==> config.mk <==
export PLATFORM = sky130hd
export DESIGN_NAME = b16_dot_ctrl
export DESIGN_NICKNAME = d
export VERILOG_FILES = /design/src/rtl/b16_dot_ctrl_pkg.sv /design/src/rtl/b16fpadd.sv /design/src/rtl/b16fpmul.sv /design/src/rtl/b16_dot_ctrl.sv
export SDC_FILE = /design/constraint.sdc
export NUM_CORES = 1
export LEC_CHECK = 0
export ABC_AREA = 1
export CELL_PAD_IN_SITES_DETAIL_PLACEMENT = 0
export CELL_PAD_IN_SITES_GLOBAL_PLACEMENT = 1
export CORE_AREA = 2 2 176 178
export DETAILED_ROUTE_END_ITERATION = 7
export DIE_AREA = 0 0 178 180
export GPL_TIMING_DRIVEN = 0
export PLACE_DENSITY = 0.9
export SETUP_SLACK_MARGIN = 0.02
export SYNTH_ARGS = -nofsm -noshare
export SYNTH_HDL_FRONTEND = slang
export SYNTH_HIERARCHICAL = 1
export SYNTH_SLANG_ARGS = --single-unit
==> constraint.sdc <==
create_clock -name i_clk -period 10.25 [get_ports i_clk]
set_clock_uncertainty 0.2 [all_clocks]
set_input_delay 2.05 -clock i_clk [delete_from_list [all_inputs] [get_ports i_clk]]
set_output_delay 2.05 -clock i_clk [all_outputs]
set_load 0.02 [all_outputs]
==> src/rtl/b16_dot_ctrl_pkg.sv <==
// Shared types, constants and rounding helper for the bfloat16 dot-product block.
package b16_dot_ctrl_pkg;

    // Sequencer states
    typedef enum logic [1:0] {
        S_IDLE  = 2'd0,
        S_ISSUE = 2'd1,
        S_DRAIN = 2'd2,
        S_DONE  = 2'd3
    } state_t;

    // bfloat16 field layout
    localparam int BF16_W     = 16;
    localparam int BF16_EXP_W = 8;
    localparam int BF16_MAN_W = 7;
    localparam int BF16_BIAS  = 127;

    localparam logic [BF16_W-1:0] BF16_ZERO = 16'h0000;
    localparam logic [BF16_W-1:0] BF16_ONE  = 16'h3F80;
    localparam logic [BF16_W-1:0] BF16_QNAN = 16'h7FC0;

    // Position of the most significant set bit; 0 when no bit is set.
    function automatic logic [4:0] lead_one_pos(input logic [19:0] v);
        logic [4:0] pos;
        pos = 5'd0;
        for (int i = 0; i < 20; i++) begin
            if (v[i]) pos = 5'(i);
        end
        return pos;
    endfunction

    // Round-to-nearest-even on a normalised significand, then range check.
    // Results below the normal range flush to signed zero, above go to infinity.
    function automatic logic [BF16_W-1:0] bf16_round_pack(
        input logic               sign,
        input logic signed [10:0] exp,
        input logic [6:0]         frac,
        input logic               guard,
        input logic               sticky
    );
        logic [7:0]         f_sum;
        logic signed [10:0] e_r;
        f_sum = {1'b0, frac} + {7'd0, guard & (sticky | frac[0])};
        // A carry out of the fraction bumps the exponent and leaves frac zero.
        e_r = exp + $signed({10'd0, f_sum[7]});
        if (e_r >= 11'sd255) begin
            return {sign, 8'hFF, 7'h00};
        end else if (e_r <= 11'sd0) begin
            return {sign, 15'h0000};
        end
        return {sign, e_r[7:0], f_sum[6:0]};
    endfunction

endpackage

==> src/rtl/b16fpadd.sv <==
// Combinational bfloat16 adder: RNE rounding, denormals flushed to zero.
module b16fpadd
    import b16_dot_ctrl_pkg::*;
(
    input  logic [15:0] i_a,
    input  logic [15:0] i_b,
    output logic [15:0] o_s
);

    logic               w_a_zero, w_a_inf, w_a_nan;
    logic               w_b_zero, w_b_inf, w_b_nan;
    logic               w_a_ge;
    logic [15:0]        w_x, w_y;
    logic [7:0]         w_d;
    logic [19:0]        w_wx, w_wy_full, w_wy, w_sum;
    logic               w_eff_sub;
    logic [4:0]         w_lead, w_shamt;
    logic [18:0]        w_norm;
    logic signed [10:0] w_exp;
    logic [15:0]        w_rounded;

    // Align the smaller operand with a sticky jam, add/subtract, renormalise, round.
    always_comb begin
        w_a_zero = (i_a[14:7] == 8'h00);
        w_b_zero = (i_b[14:7] == 8'h00);
        w_a_inf  = (i_a[14:7] == 8'hFF) && (i_a[6:0] == 7'h00);
        w_b_inf  = (i_b[14:7] == 8'hFF) && (i_b[6:0] == 7'h00);
        w_a_nan  = (i_a[14:7] == 8'hFF) && (i_a[6:0] != 7'h00);
        w_b_nan  = (i_b[14:7] == 8'hFF) && (i_b[6:0] != 7'h00);

        w_a_ge = (i_a[14:0] >= i_b[14:0]);
        w_x    = w_a_ge ? i_a : i_b;
        w_y    = w_a_ge ? i_b : i_a;
        w_d    = w_x[14:7] - w_y[14:7];

        // Significand sits at bits 18:11, leaving 11 guard bits and a carry bit.
        w_wx      = {1'b0, 1'b1, w_x[6:0], 11'd0};
        w_wy_full = {1'b0, 1'b1, w_y[6:0], 11'd0};
        if (w_d >= 8'd20) begin
            w_wy = 20'd1;
        end else begin
            w_wy = (w_wy_full >> w_d)
                 | {19'd0, |(w_wy_full & ~(20'hFFFFF << w_d))};
        end

        w_eff_sub = w_x[15] ^ w_y[15];
        w_sum     = w_eff_sub ? (w_wx - w_wy) : (w_wx + w_wy);
        w_lead    = lead_one_pos(w_sum);
        w_shamt   = 5'd19 - w_lead;
        // Hidden bit shifts out of the top; what remains is fraction, guard, sticky.
        w_norm    = w_sum[18:0] << w_shamt;
        w_exp     = $signed({3'd0, w_x[14:7]}) + $signed({6'd0, w_lead}) - 11'sd18;
        w_rounded = bf16_round_pack(w_x[15], w_exp, w_norm[18:12], w_norm[11], |w_norm[10:0]);

        if (w_a_nan || w_b_nan || (w_a_inf && w_b_inf && (i_a[15] != i_b[15]))) begin
            o_s = BF16_QNAN;
        end else if (w_a_inf) begin
            o_s = i_a;
        end else if (w_b_inf) begin
            o_s = i_b;
        end else if (w_a_zero && w_b_zero) begin
            o_s = {i_a[15] & i_b[15], 15'h0000};
        end else if (w_a_zero) begin
            o_s = i_b;
        end else if (w_b_zero) begin
            o_s = i_a;
        end else if (w_sum == 20'd0) begin
            o_s = BF16_ZERO;
        end else begin
            o_s = w_rounded;
        end
    end

endmodule

==> src/rtl/b16fpmul.sv <==
// Combinational bfloat16 multiplier: RNE rounding, denormals flushed to zero.
module b16fpmul
    import b16_dot_ctrl_pkg::*;
(
    input  logic [15:0] i_a,
    input  logic [15:0] i_b,
    output logic [15:0] o_p
);

    logic               w_sign;
    logic               w_a_zero, w_a_inf, w_a_nan;
    logic               w_b_zero, w_b_inf, w_b_nan;
    logic [15:0]        w_prod;
    logic signed [10:0] w_exp;
    logic [6:0]         w_frac;
    logic               w_guard, w_sticky;
    logic [15:0]        w_rounded;

    // Classify operands, form the significand product and pick the result.
    always_comb begin
        w_sign   = i_a[15] ^ i_b[15];
        w_a_zero = (i_a[14:7] == 8'h00);
        w_b_zero = (i_b[14:7] == 8'h00);
        w_a_inf  = (i_a[14:7] == 8'hFF) && (i_a[6:0] == 7'h00);
        w_b_inf  = (i_b[14:7] == 8'hFF) && (i_b[6:0] == 7'h00);
        w_a_nan  = (i_a[14:7] == 8'hFF) && (i_a[6:0] != 7'h00);
        w_b_nan  = (i_b[14:7] == 8'hFF) && (i_b[6:0] != 7'h00);

        w_prod = {1'b1, i_a[6:0]} * {1'b1, i_b[6:0]};
        w_exp  = $signed({3'd0, i_a[14:7]}) + $signed({3'd0, i_b[14:7]})
               - 11'(BF16_BIAS) + $signed({10'd0, w_prod[15]});

        // Product of two [1,2) significands lies in [1,4); bit 15 marks the upper half.
        if (w_prod[15]) begin
            w_frac   = w_prod[14:8];
            w_guard  = w_prod[7];
            w_sticky = |w_prod[6:0];
        end else begin
            w_frac   = w_prod[13:7];
            w_guard  = w_prod[6];
            w_sticky = |w_prod[5:0];
        end
        w_rounded = bf16_round_pack(w_sign, w_exp, w_frac, w_guard, w_sticky);

        if (w_a_nan || w_b_nan || (w_a_inf && w_b_zero) || (w_a_zero && w_b_inf)) begin
            o_p = BF16_QNAN;
        end else if (w_a_inf || w_b_inf) begin
            o_p = {w_sign, 8'hFF, 7'h00};
        end else if (w_a_zero || w_b_zero) begin
            o_p = {w_sign, 15'h0000};
        end else begin
            o_p = w_rounded;
        end
    end

endmodule

==> src/rtl/b16_dot_ctrl.sv <==
// bfloat16 dot-product sequencer: issues buffer reads, multiplies each pair and
// accumulates the products strictly left-to-right from +0.
module b16_dot_ctrl
    import b16_dot_ctrl_pkg::*;
#(
    parameter int ADDR_W = 8,
    parameter int LEN_W  = 8
) (
    input  logic              i_clk,
    input  logic              i_rst,
    input  logic              i_start,
    input  logic [ADDR_W-1:0] i_base_addr,
    input  logic [LEN_W-1:0]  i_length,
    output logic              o_rd_en,
    output logic [ADDR_W-1:0] o_rd_addr,
    input  logic [15:0]       i_rd_data_a,
    input  logic [15:0]       i_rd_data_b,
    output logic              o_busy,
    output logic              o_done,
    output logic [15:0]       o_result
);

    state_t              r_state;
    logic                r_rd_en;
    logic [ADDR_W-1:0]   r_rd_addr;
    logic [LEN_W-1:0]    r_cnt;
    logic                r_busy;
    logic                r_done;
    logic [15:0]         r_result;

    logic                r_rv;
    logic                r_prod_v;
    logic [15:0]         r_prod;
    logic [15:0]         r_acc;

    logic                w_accept;
    logic [15:0]         w_mul;
    logic [15:0]         w_sum;

    assign w_accept = (r_state == S_IDLE) && i_start;

    b16fpmul u_mul (
        .i_a (i_rd_data_a),
        .i_b (i_rd_data_b),
        .o_p (w_mul)
    );

    b16fpadd u_add (
        .i_a (r_acc),
        .i_b (r_prod),
        .o_s (w_sum)
    );

    // Command FSM: address counter, read strobe, busy/done and result register.
    always_ff @(posedge i_clk) begin
        if (i_rst) begin
            r_state   <= S_IDLE;
            r_rd_en   <= 1'b0;
            r_rd_addr <= '0;
            r_cnt     <= '0;
            r_busy    <= 1'b0;
            r_done    <= 1'b0;
            r_result  <= BF16_ZERO;
        end else begin
            case (r_state)
                S_IDLE: begin
                    if (w_accept) begin
                        r_rd_addr <= i_base_addr;
                        r_cnt     <= i_length - LEN_W'(1);
                        r_busy    <= 1'b1;
                        r_result  <= BF16_ZERO;
                        if (i_length != '0) begin
                            r_state <= S_ISSUE;
                            r_rd_en <= 1'b1;
                        end else begin
                            // Empty pipeline drains in one cycle, giving done at edge 1.
                            r_state <= S_DRAIN;
                        end
                    end
                end
                S_ISSUE: begin
                    if (r_cnt == '0) begin
                        r_rd_en <= 1'b0;
                        r_state <= S_DRAIN;
                    end else begin
                        r_rd_addr <= r_rd_addr + ADDR_W'(1);
                        r_cnt     <= r_cnt - LEN_W'(1);
                    end
                end
                S_DRAIN: begin
                    if (!r_rv && !r_prod_v) begin
                        r_state  <= S_DONE;
                        r_done   <= 1'b1;
                        r_result <= r_acc;
                    end
                end
                S_DONE: begin
                    r_state <= S_IDLE;
                    r_done  <= 1'b0;
                    r_busy  <= 1'b0;
                end
                default: r_state <= S_IDLE;
            endcase
        end
    end

    // Datapath: read-valid delay, registered product, serial accumulate.
    always_ff @(posedge i_clk) begin
        if (i_rst) begin
            r_rv     <= 1'b0;
            r_prod_v <= 1'b0;
            r_prod   <= BF16_ZERO;
            r_acc    <= BF16_ZERO;
        end else begin
            r_rv     <= r_rd_en;
            r_prod_v <= r_rv;
            if (r_rv) begin
                r_prod <= w_mul;
            end
            if (w_accept) begin
                r_acc <= BF16_ZERO;
            end else if (r_prod_v) begin
                r_acc <= w_sum;
            end
        end
    end

    assign o_rd_en   = r_rd_en;
    assign o_rd_addr = r_rd_addr;
    assign o_busy    = r_busy;
    assign o_done    = r_done;
    assign o_result  = r_result;

endmodule
== Word level (Yosys, flattened, before mapping) ==
Index checks and enable logic that the tools add are counted.

* Flip-flop bits (word level): 71
* Word-level logic and storage cells: 186
* Input port bits: 51
* Output and inout bits: 27

* Equal/unequal tests: 15
* Multiplexer cells: 68
* Reduce and logical (&&, ||, !) cells: 56
* Multiply operators: 1
* Add/subtract/negate cells: 16
* Bitwise gates (word level): 10
* Shift-type cells: 3
* Order comparisons: 6

{| class="wikitable"
|+ Operators with widths
! cell !! number
|-
| $mux W16 || 20
|-
| $logic_not A8 Y1 || 5
|-
| $mux W20 || 2
|-
| $add A11 B2 Y11 || 3
|-
| $eq A8 B8 Y1 const B || 4
|-
| $mux W4 || 8
|-
| $mux W8 || 4
|-
| $pmux W16 S2 || 1
|-
| $pmux W8 S2 || 2
|-
| $logic_not A7 Y1 || 4
|-
| $reduce_bool A7 Y1 || 4
|-
| $ge A11 B9 Y1 const B || 2
|-
| $le A11 B1 Y1 const B || 2
|-
| $add A19 B20 Y20 || 1
|-
| $and A19 B20 Y20 || 1
|-
| $logic_not A20 Y1 || 1
|-
| $mux W5 || 4
|-
| $not A20 Y20 || 1
|-
| $or A20 B1 Y20 || 1
|-
| $reduce_or A20 Y1 || 1
|-
| $shl A20 B8 Y20 const A || 1
|-
| $shr A19 B8 Y20 || 1
|-
| $sub A19 B20 Y20 || 1
|-
| $shl A19 B5 Y19 || 1
|-
| other kinds (40) || 100
|}

== Logic depth before layout (Yosys ltp) ==
Gate-level depths: netlist (run 1).

* Depth after elaboration: 48
* Mapped depth: 84
* Gate-level depth less buffers: 81

== Hierarchy ==
The synthesis (run 1) kept the hierarchy.

{| class="wikitable"
|+ Modules (own cells, without submodules)
! module !! area an instance (um^2) !! cells an instance !! seq. area each (um^2) !! instances
|-
| b16fpadd || 5507.8 || 1086 || 0.0 || 1
|-
| b16fpmul || 3861.2 || 651 || 0.0 || 1
|-
| b16_dot_ctrl || 3382.0 || 487 || 1421.4 || 1
|}

== Worst setup path before layout (run 1) ==
No wires, ideal clock.

* Path type: reg2reg
* From: reg r_prod[12]
* To: reg r_acc[8]
* Setup slack: 1.459 ns
* Setup time: 0.070 ns
* Data required time: 9.980 ns
* Clock period less this slack: 8.791 ns
* Buffers on the path: 2
* Cell stages (with the launch flop): 68
* Data arrival time: 8.521 ns
* Cells stage by stage: dfxtp_1 -> inv_1 -> ha_1 -> nand2_1 -> inv_1 -> nand2_1 -> nor2_1 -> nand2_2 -> nand3_2 -> buf_6 -> nand2_2 -> nand3_1 -> ha_1 -> inv_1 -> nand2_2 -> nand2_2 -> nand3_1 -> nand2_1 -> [32 not listed] -> nor2_2 -> nand4_1 -> nor2_1 -> ha_1 -> ha_1 -> nand4_1 -> nor4_1 -> or2_2 -> a21oi_1 -> inv_1 -> nor3_1 -> nor4_1 -> o21ai_0 -> o211ai_1 -> o21ai_0 -> nand4_1 -> nand2_1 -> a21oi_1

* Cells in the longest elaborated chain, start to end: 48
* Elaborated cells on any way between the ends: 70
* Those cells by class: 8 x add/sub; 4 x order compare; 3 x eq/ne; 3 x shift; 34 x mux; 6 x bitwise; 12 x reduce/logical

{| class="wikitable"
|+ RTL lines
! what !! RTL line !! text
|-
| from (decl) || b16_dot_ctrl.sv:33 || <nowiki>logic [15:0] r_prod;</nowiki>
|-
| from (signal assigned) || b16_dot_ctrl.sv:118 || <nowiki>r_prod <= w_mul;</nowiki>
|-
| $ge A15 B15 Y1 || b16fpadd.sv:31 || <nowiki>w_a_ge = (i_a[14:0] >= i_b[14:0]);</nowiki>
|-
| $mux W16, on equally long branches || b16fpadd.sv:32, b16fpadd.sv:33 ||
|-
| $sub A8 B8 Y8 || b16fpadd.sv:34 || <nowiki>w_d = w_x[14:7] - w_y[14:7];</nowiki>
|-
| $shl A20 B8 Y20 || b16fpadd.sv:43 || <nowiki>| {19'd0, |(w_wy_full & ~(20'hFFFFF << w_d))};</nowiki>
|-
| $not A20 Y20 || b16fpadd.sv:43 ||
|-
| $and A19 B20 Y20 || b16fpadd.sv:43 ||
|-
| $reduce_or A20 Y1 || b16fpadd.sv:43 ||
|-
| $or A20 B1 Y20 || b16fpadd.sv:43 ||
|-
| [33 not listed] || n/a ||
|-
| $mux W16 || b16fpadd.sv:67 || <nowiki>end else if (w_sum == 20'd0) begin</nowiki>
|-
| $mux W16 || b16fpadd.sv:65 || <nowiki>end else if (w_b_zero) begin</nowiki>
|-
| $mux W16 || b16fpadd.sv:63 || <nowiki>end else if (w_a_zero) begin</nowiki>
|-
| $mux W16 || b16fpadd.sv:61 || <nowiki>end else if (w_a_zero && w_b_zero) begin</nowiki>
|-
| $mux W16 || b16fpadd.sv:59 || <nowiki>end else if (w_b_inf) begin</nowiki>
|-
| $mux W16 || b16fpadd.sv:57 || <nowiki>end else if (w_a_inf) begin</nowiki>
|-
| $mux W16 (*) || b16fpadd.sv:55 || <nowiki>if (w_a_nan || w_b_nan || (w_a_inf && w_b_inf && (i_a[15] != i_b[15]))) begin</nowiki>
|-
| via w_sum[8] || b16_dot_ctrl.sv:38 || <nowiki>logic [15:0] w_sum;</nowiki>
|-
| to (signal assigned) || b16_dot_ctrl.sv:123 || <nowiki>r_acc <= w_sum;</nowiki>
|-
| to (decl) || b16_dot_ctrl.sv:34 || <nowiki>logic [15:0] r_acc;</nowiki>
|}

Mark *: on every way through the listed nets, which the timed path passes. The rest lies on a longest branch. The select of a mux whose other input is x is not followed.
A chain may end at the register's enable or synchronous reset.

== Final worst setup path (run 1) ==
* From: reg r_prod[10]
* To: reg r_acc[1]

The elaborated chain is that of the path after synthesis.

==> results of run 1 <==
## power by group through the flow
stage | Sequential, mW | Combinational [mW] | Clock (mW)
floorplan | 0.443 | 3.25 | 0
global placement | 0.422 | 4.20 | 0
detailed placement | 0.423 | 4.24 | 0
CTS | 0.420 | 4.31 | 0.314
global route | 0.433 | 5.25 | 0.328
finish | 0.424 | 4.64 | 0.311
## placed cells by master (no fill, tap or decap), types with 36 or more instances in the layout
| cell type | n |
|---|---|
| ha_1 | 99 |
| dfxtp_1 | 46 |
| a21oi_1 | 84 |
| o21ai_1 | 36 |
| clkdlybuf4s50_1 | 72 |
| fa_1 | 39 |
| nand3_1 | 218 |
| nand4_1 | 52 |
| inv_1 | 338 |
| nor2_1 | 204 |
| o21ai_0 | 77 |
| nand2_1 | 661 |
## worst paths after layout
kind,start,cells past startpoint,end
max,r_prod[10],65,r_acc[1]
min,o_rd_en,2,r_rv
max reg2reg,r_prod[10],65,r_acc[1]
min reg2reg,o_rd_en,2,r_rv
## layout make-up
type | count | area share (%)
inverters | 369 | 9.38
clock inverters | 5 | 0.395
repair buffers | 95 | 6.00
clock buffers | 10 | 1.61
multi-input cells | 1715 | 66.5
plain buffers | 69 | 2.90
flip-flops and latches | 71 | 9.87
well taps | 396 | 3.33
## layer usage
layer	up-vias	wire, microns
met3	65	1740
met4	0	860
li1	7315	-
met5	-	0
met1	6516	17200
met2	399	18400
## metrics by stage
| stage | hold slack [ns] | instances |
|---|---|---|
| floorplan | 0.244 | 2224 |
| global placement | 0.244 | 2692 |
| detailed placement | 0.248 | 2692 |
| CTS | 0.252 | 2708 |
| global route | 0.272 | 2730 |
| finish | 0.249 | 2730 |
## flip-flops by register name (all words and copies together) (netlist names)
register,cells
r_state,2
o_rd_en,1
r_rv,1
r_prod,16
o_done,1
o_rd_addr,8
r_prod_v,1
o_busy,1
o_result,16
r_acc,16
r_cnt,8
## logic make-up (layout without fill, tap and decap cells)
family | after synthesis | after routing | synth area share, %
muxes | 1 | 1 | 0.0785
and+or+nand+nor | 1261 | 1261 | 43.0
AOI/OAI and AO/OA | 270 | 270 | 12.3
buffers and inverters | 438 | 548 | 14.1
xor gates and xnor gates | 33 | 33 | 2.33
adders and majority gates | 150 | 150 | 17.1
DFF | 71 | 71 | 11.1
## worst register-to-register path: cells and delay by family (launching register included)
family                   cells  cell delay [ns]
AO/OA/AOI/OAI               17             2.79
XOR/XNOR                     1             0.15
adder cells (fa/ha/maj)      4             1.01
buffers and inverters       17             2.04
flip-flops                   1             0.41
AND/OR/NAND/NOR             26             2.84
## what timing repair did
action,CTS,global route
setup buffers,1,22
pin swaps,3,30
gates resized for setup,28,103
setup endpoints to repair,15,15
==> results.toml, run 1 <==
[timing]
post-route-min-period_ns = 9.52
max_freq_mhz = 105
hold_viol_final = 0
relSlewSlack_pct = 45.4
fin_tns_setup_ns = 0
period_share_pct = 92.9
setup_viol = 0
tightest_slew_ns = 0.799
worst_slack_ns = 0.729
slew_violations = 0

[clock_network]
cts_tree = "yes"
htree_levels = 3
cts_hold_buf = 0
clk_latency_ns = 0.33
cts.sinks = 71
cts_buffers = 9
clockBufferDepth = 2
clk_pin_slew_worst_paths_ns = 0.06
clock-root-buffer = "clkbuf_16"

[power]
combinationalPowerShare_pct = 86.3
power.density_nw_per_um2 = 361
pwr-share-clk_pct = 5.8
p_int_mw = 2.19
swShare_pct = 59.3
total_power_mw = 5.37
max-vdd-ir-drop_uv = 160
power_leakage_nw = 7.78
power_frac_seq_pct = 7.9
power.net_switching_mw = 3.18

[floorplanning]
start_util_pct = 42.2
rows = 64
die_area_sq_um = 32000
io_pins = 78
core_sq_um = 30200
die_w_microns = 178
die_y_microns = 180

[global_route]
met2_usage_pct = 42.5
overflow = 0
grt_antenna_before_repair = 0
grt_pass1_vias = 13700
grt_start_max_net_pins = 13
busiest_layer = "met2"
grtUsageMet3_pct = 1.76
grt_pass1_wl_microns = 64300
grt_use_met1_pct = 31.3
grt_usage_pct = 23.9

[placed_design]
io_buffer_count = 72
place_area_sq_um = 14000
dp_slack_ns = -0.683
gpl.final_weighted_congestion = 0.954
dp_hpwl_microns = 31000

[final_layout]
drive_gt1_share_pct = 11.1
area.sequential_sq_um = 1470
final_area_sq_um = 14900
area_growth_pct = 16.8
nets = 2531
fin_util_pct = 49.3
multiInputGateArea_sq_um = 9900
nFillCells = 3171
n_antenna_cell = 0

[worst_setup_path]
critPathRequiredTime_ns = 10.32
cp_slowest_cell = "clkbuf_1"
worst-r2r-setup-slack_ns = 0.73
critical_path.max_fanout = 11
worstSetupPathType = "flip-flop to flip-flop"
cp-start-kind = "flip-flop"
max_stage_delay_ns = 0.42
path_buf_inv = 17
crit_top_cell = "nand2_1"
end_kind = "flip-flop"
cp_data_arrival_time_ns = 9.59
crit_family = "simple AND/OR/NAND/NOR gates"

[route]
drtIter0Drc = 911
wire_per_inst_microns = 14.0
drt-total-wl_microns = 38200
via_count = 14300
drc_errors = 0
viasPerCell = 5.24
first_pass_iters = 6
ant_nets = 0

[outcome]
status = "finished clean"

[run]
drv_cap = 0

[logic_synthesis]
synth.distinct_cells = 60
synth_nets = 2425
synthArstFlopShare_pct = 0
syn-mean-instance-area_sq_um = 5.73
synth_common_cells = "669 x nand2_1, 347 x inv_1, 220 x nand3_1"
synth_seq_cells = 71
synthCells = 2224
ys_seq_area_share_pct = 11.1
synth_top_area_share_pct = 19.7
yosys_warnings = 6
yosys.area.top_type = "nand2_1"
synth_most_common_cell = "nand2_1"
synth-main-ff-cell = "dfxtp_1"
netlist_top_cells_area = "nand2_1 20%, dfxtp_1 11%, ha_1 11%, inv_1 10%, nand3_1 8.6%"
synth_edf_count = 0
syn_area_sq_um = 12800

[min_path]
hp-class = "flip-flop to flip-flop"
(Power assumes the default switching activity.)
==> run 2: changes to the inputs <==
--- a/config.mk
+++ b/config.mk
@@ -13,7 +13,7 @@
 export DIE_AREA = 0 0 178 180
 export GPL_TIMING_DRIVEN = 0
 export PLACE_DENSITY = 0.9
-export SETUP_SLACK_MARGIN = 0.02
+export SETUP_SLACK_MARGIN = 0.15
 export SYNTH_ARGS = -nofsm -noshare
 export SYNTH_HDL_FRONTEND = slang
 export SYNTH_HIERARCHICAL = 1
==> results.toml, run 2 (synthesized netlist as in run 1, its figures left out) <==
[floorplanning]
start_util_pct = 42.2
core_sq_um = 30200
die_w_microns = 178
rows = 64
die_y_microns = 180
io_pins = 78
die_area_sq_um = 32000

[placed_design]
gpl.final_weighted_congestion = 0.954
dp.cells = 2692
dp_hpwl_microns = 31000
place_area_sq_um = 14000
io_buffer_count = 72

[route]
drc_errors = 0
wire_per_inst_microns = 14.0
viasPerCell = 5.22
first_pass_iters = 6
drt-total-wl_microns = 38200
ant_nets = 0
drtIter0Drc = 960
via_count = 14300

[global_route]
overflow = 0
grt_start_max_net_pins = 13
grt_antenna_before_repair = 0
grt_pass1_vias = 13700
grt_usage_pct = 23.9
grt_pass1_wl_microns = 64300

[min_path]
hp-class = "flip-flop to flip-flop"

[timing]
rsz0062_at_grt = "no"
setup_viol = 0
max_freq_mhz = 105
post-route-min-period_ns = 9.52
period_share_pct = 92.9
relSlewSlack_pct = 43.2
slew_violations = 0
hold_viol_final = 0
tightest_slew_ns = 0.831
whs_ns = 0.249

[final_layout]
nets = 2537
instances_no_fill = 2736
final_common_cell = "nand2_1"
final_area_sq_um = 15000
drive_gt1_share_pct = 11.5
n_antenna_cell = 0
fin_util_pct = 49.6
nFillCells = 3168
area_growth_pct = 17.4
layout_common_cells = "661 x nand2_1, 338 x inv_1, 217 x nand3_1"

[power]
power.density_nw_per_um2 = 363
max-vdd-ir-drop_uv = 161
power_leakage_nw = 7.81

[worst_setup_path]
cp_slowest_cell = "clkbuf_1"
critical_path.max_fanout = 11
cp_data_arrival_time_ns = 9.59
worstSetupPathType = "flip-flop to flip-flop"
cp-start-kind = "flip-flop"
critPathRequiredTime_ns = 10.32
end_kind = "flip-flop"
max_stage_delay_ns = 0.43

[clock_network]
cts.sinks = 71
htree_levels = 3
cts_tree = "yes"
cts_buffers = 9
clock-root-buffer = "clkbuf_16"
clk_pin_slew_worst_paths_ns = 0.06
cts_hold_buf = 0
clk_latency_ns = 0.33
clockBufferDepth = 2

[outcome]
status = "finished clean"

[run]
drv_cap = 0
==> run 2: worst paths after layout <==
check	from	to	slack, ns	depth (start not counted)
max reg2reg	r_prod[10]	r_acc[1]	0.73	61
min reg2reg	o_rd_en	r_rv	0.25	2
min	o_rd_en	r_rv	0.25	2
max	r_prod[10]	r_acc[1]	0.73	61
==> run 2: timing repair <==
| item | 4_1_cts | 5_1_grt |
|---|---|---|
| gates resized for setup | 30 | 107 |
| pin swaps | 3 | 34 |
| gates cloned | 0 | 0 |
| setup endpoints to repair | 15 | 16 |
| setup buffers | 2 | 27 |
==> run 2: per-stage QoR <==
| step | setup slack (ns) | TNS, ns | power (mW) |
|---|---|---|---|
| finish | 0.730 | 0 | 5.44 |
| global route | 0.0408 | 0 | 6.08 |
| CTS | 0.179 | 0 | 5.06 |
| detailed placement | -0.683 | -8.19 | 4.66 |
| global placement | -0.535 | -6.08 | 4.62 |
| floorplan | 1.46 | 0 | 3.69 |
==> run 2: final cells by class <==
| class | count | area (sq um) | share of cell area (%) |
|---|---|---|---|
| inverters | 369 | 1400 | 9.35 |
| multi-input cells | 1715 | 9930 | 66.4 |
| clock buffers | 10 | 239 | 1.60 |
| plain buffers | 69 | 432 | 2.88 |
| flip-flops and latches | 71 | 1470 | 9.82 |
| well taps | 396 | 495 | 3.31 |
| clock inverters | 5 | 58.8 | 0.393 |
| repair buffers | 101 | 938 | 6.27 |
==> run 2: per-layer routing <==
| layer | part of all wire [%] | vias to the layer above | GRT usage (%) |
|---|---|---|---|
| met5 | 0 | - | 0 |
| met1 | 46 | 6528 | 31.3 |
| met3 | 3.8 | 61 | 1.76 |
| met2 | 48 | 363 | 42.5 |
| li1 | - | 7324 | - |
| met4 | 2.1 | 0 | 5.28 |
==> run 2: report_power, final <==
part | switching, mW | internal (mW) | leakage [nW] | total, mW
clock network | 0.119 | 0.193 | 0.141 | 0.312
logic | 3.02 | 1.69 | 7.08 | 4.70
registers | 0.0732 | 0.351 | 0.595 | 0.424
==> run 2: worst max-delay path, delay by kind of cell (launching register included) <==
| kind | cells | cell delay (ns) |
|---|---|---|
| simple gates | 25 | 3.03 |
| compound gates | 15 | 2.48 |
| buf+inv | 16 | 2.01 |
| fa+ha+maj | 5 | 1.31 |
| flops | 1 | 0.41 |
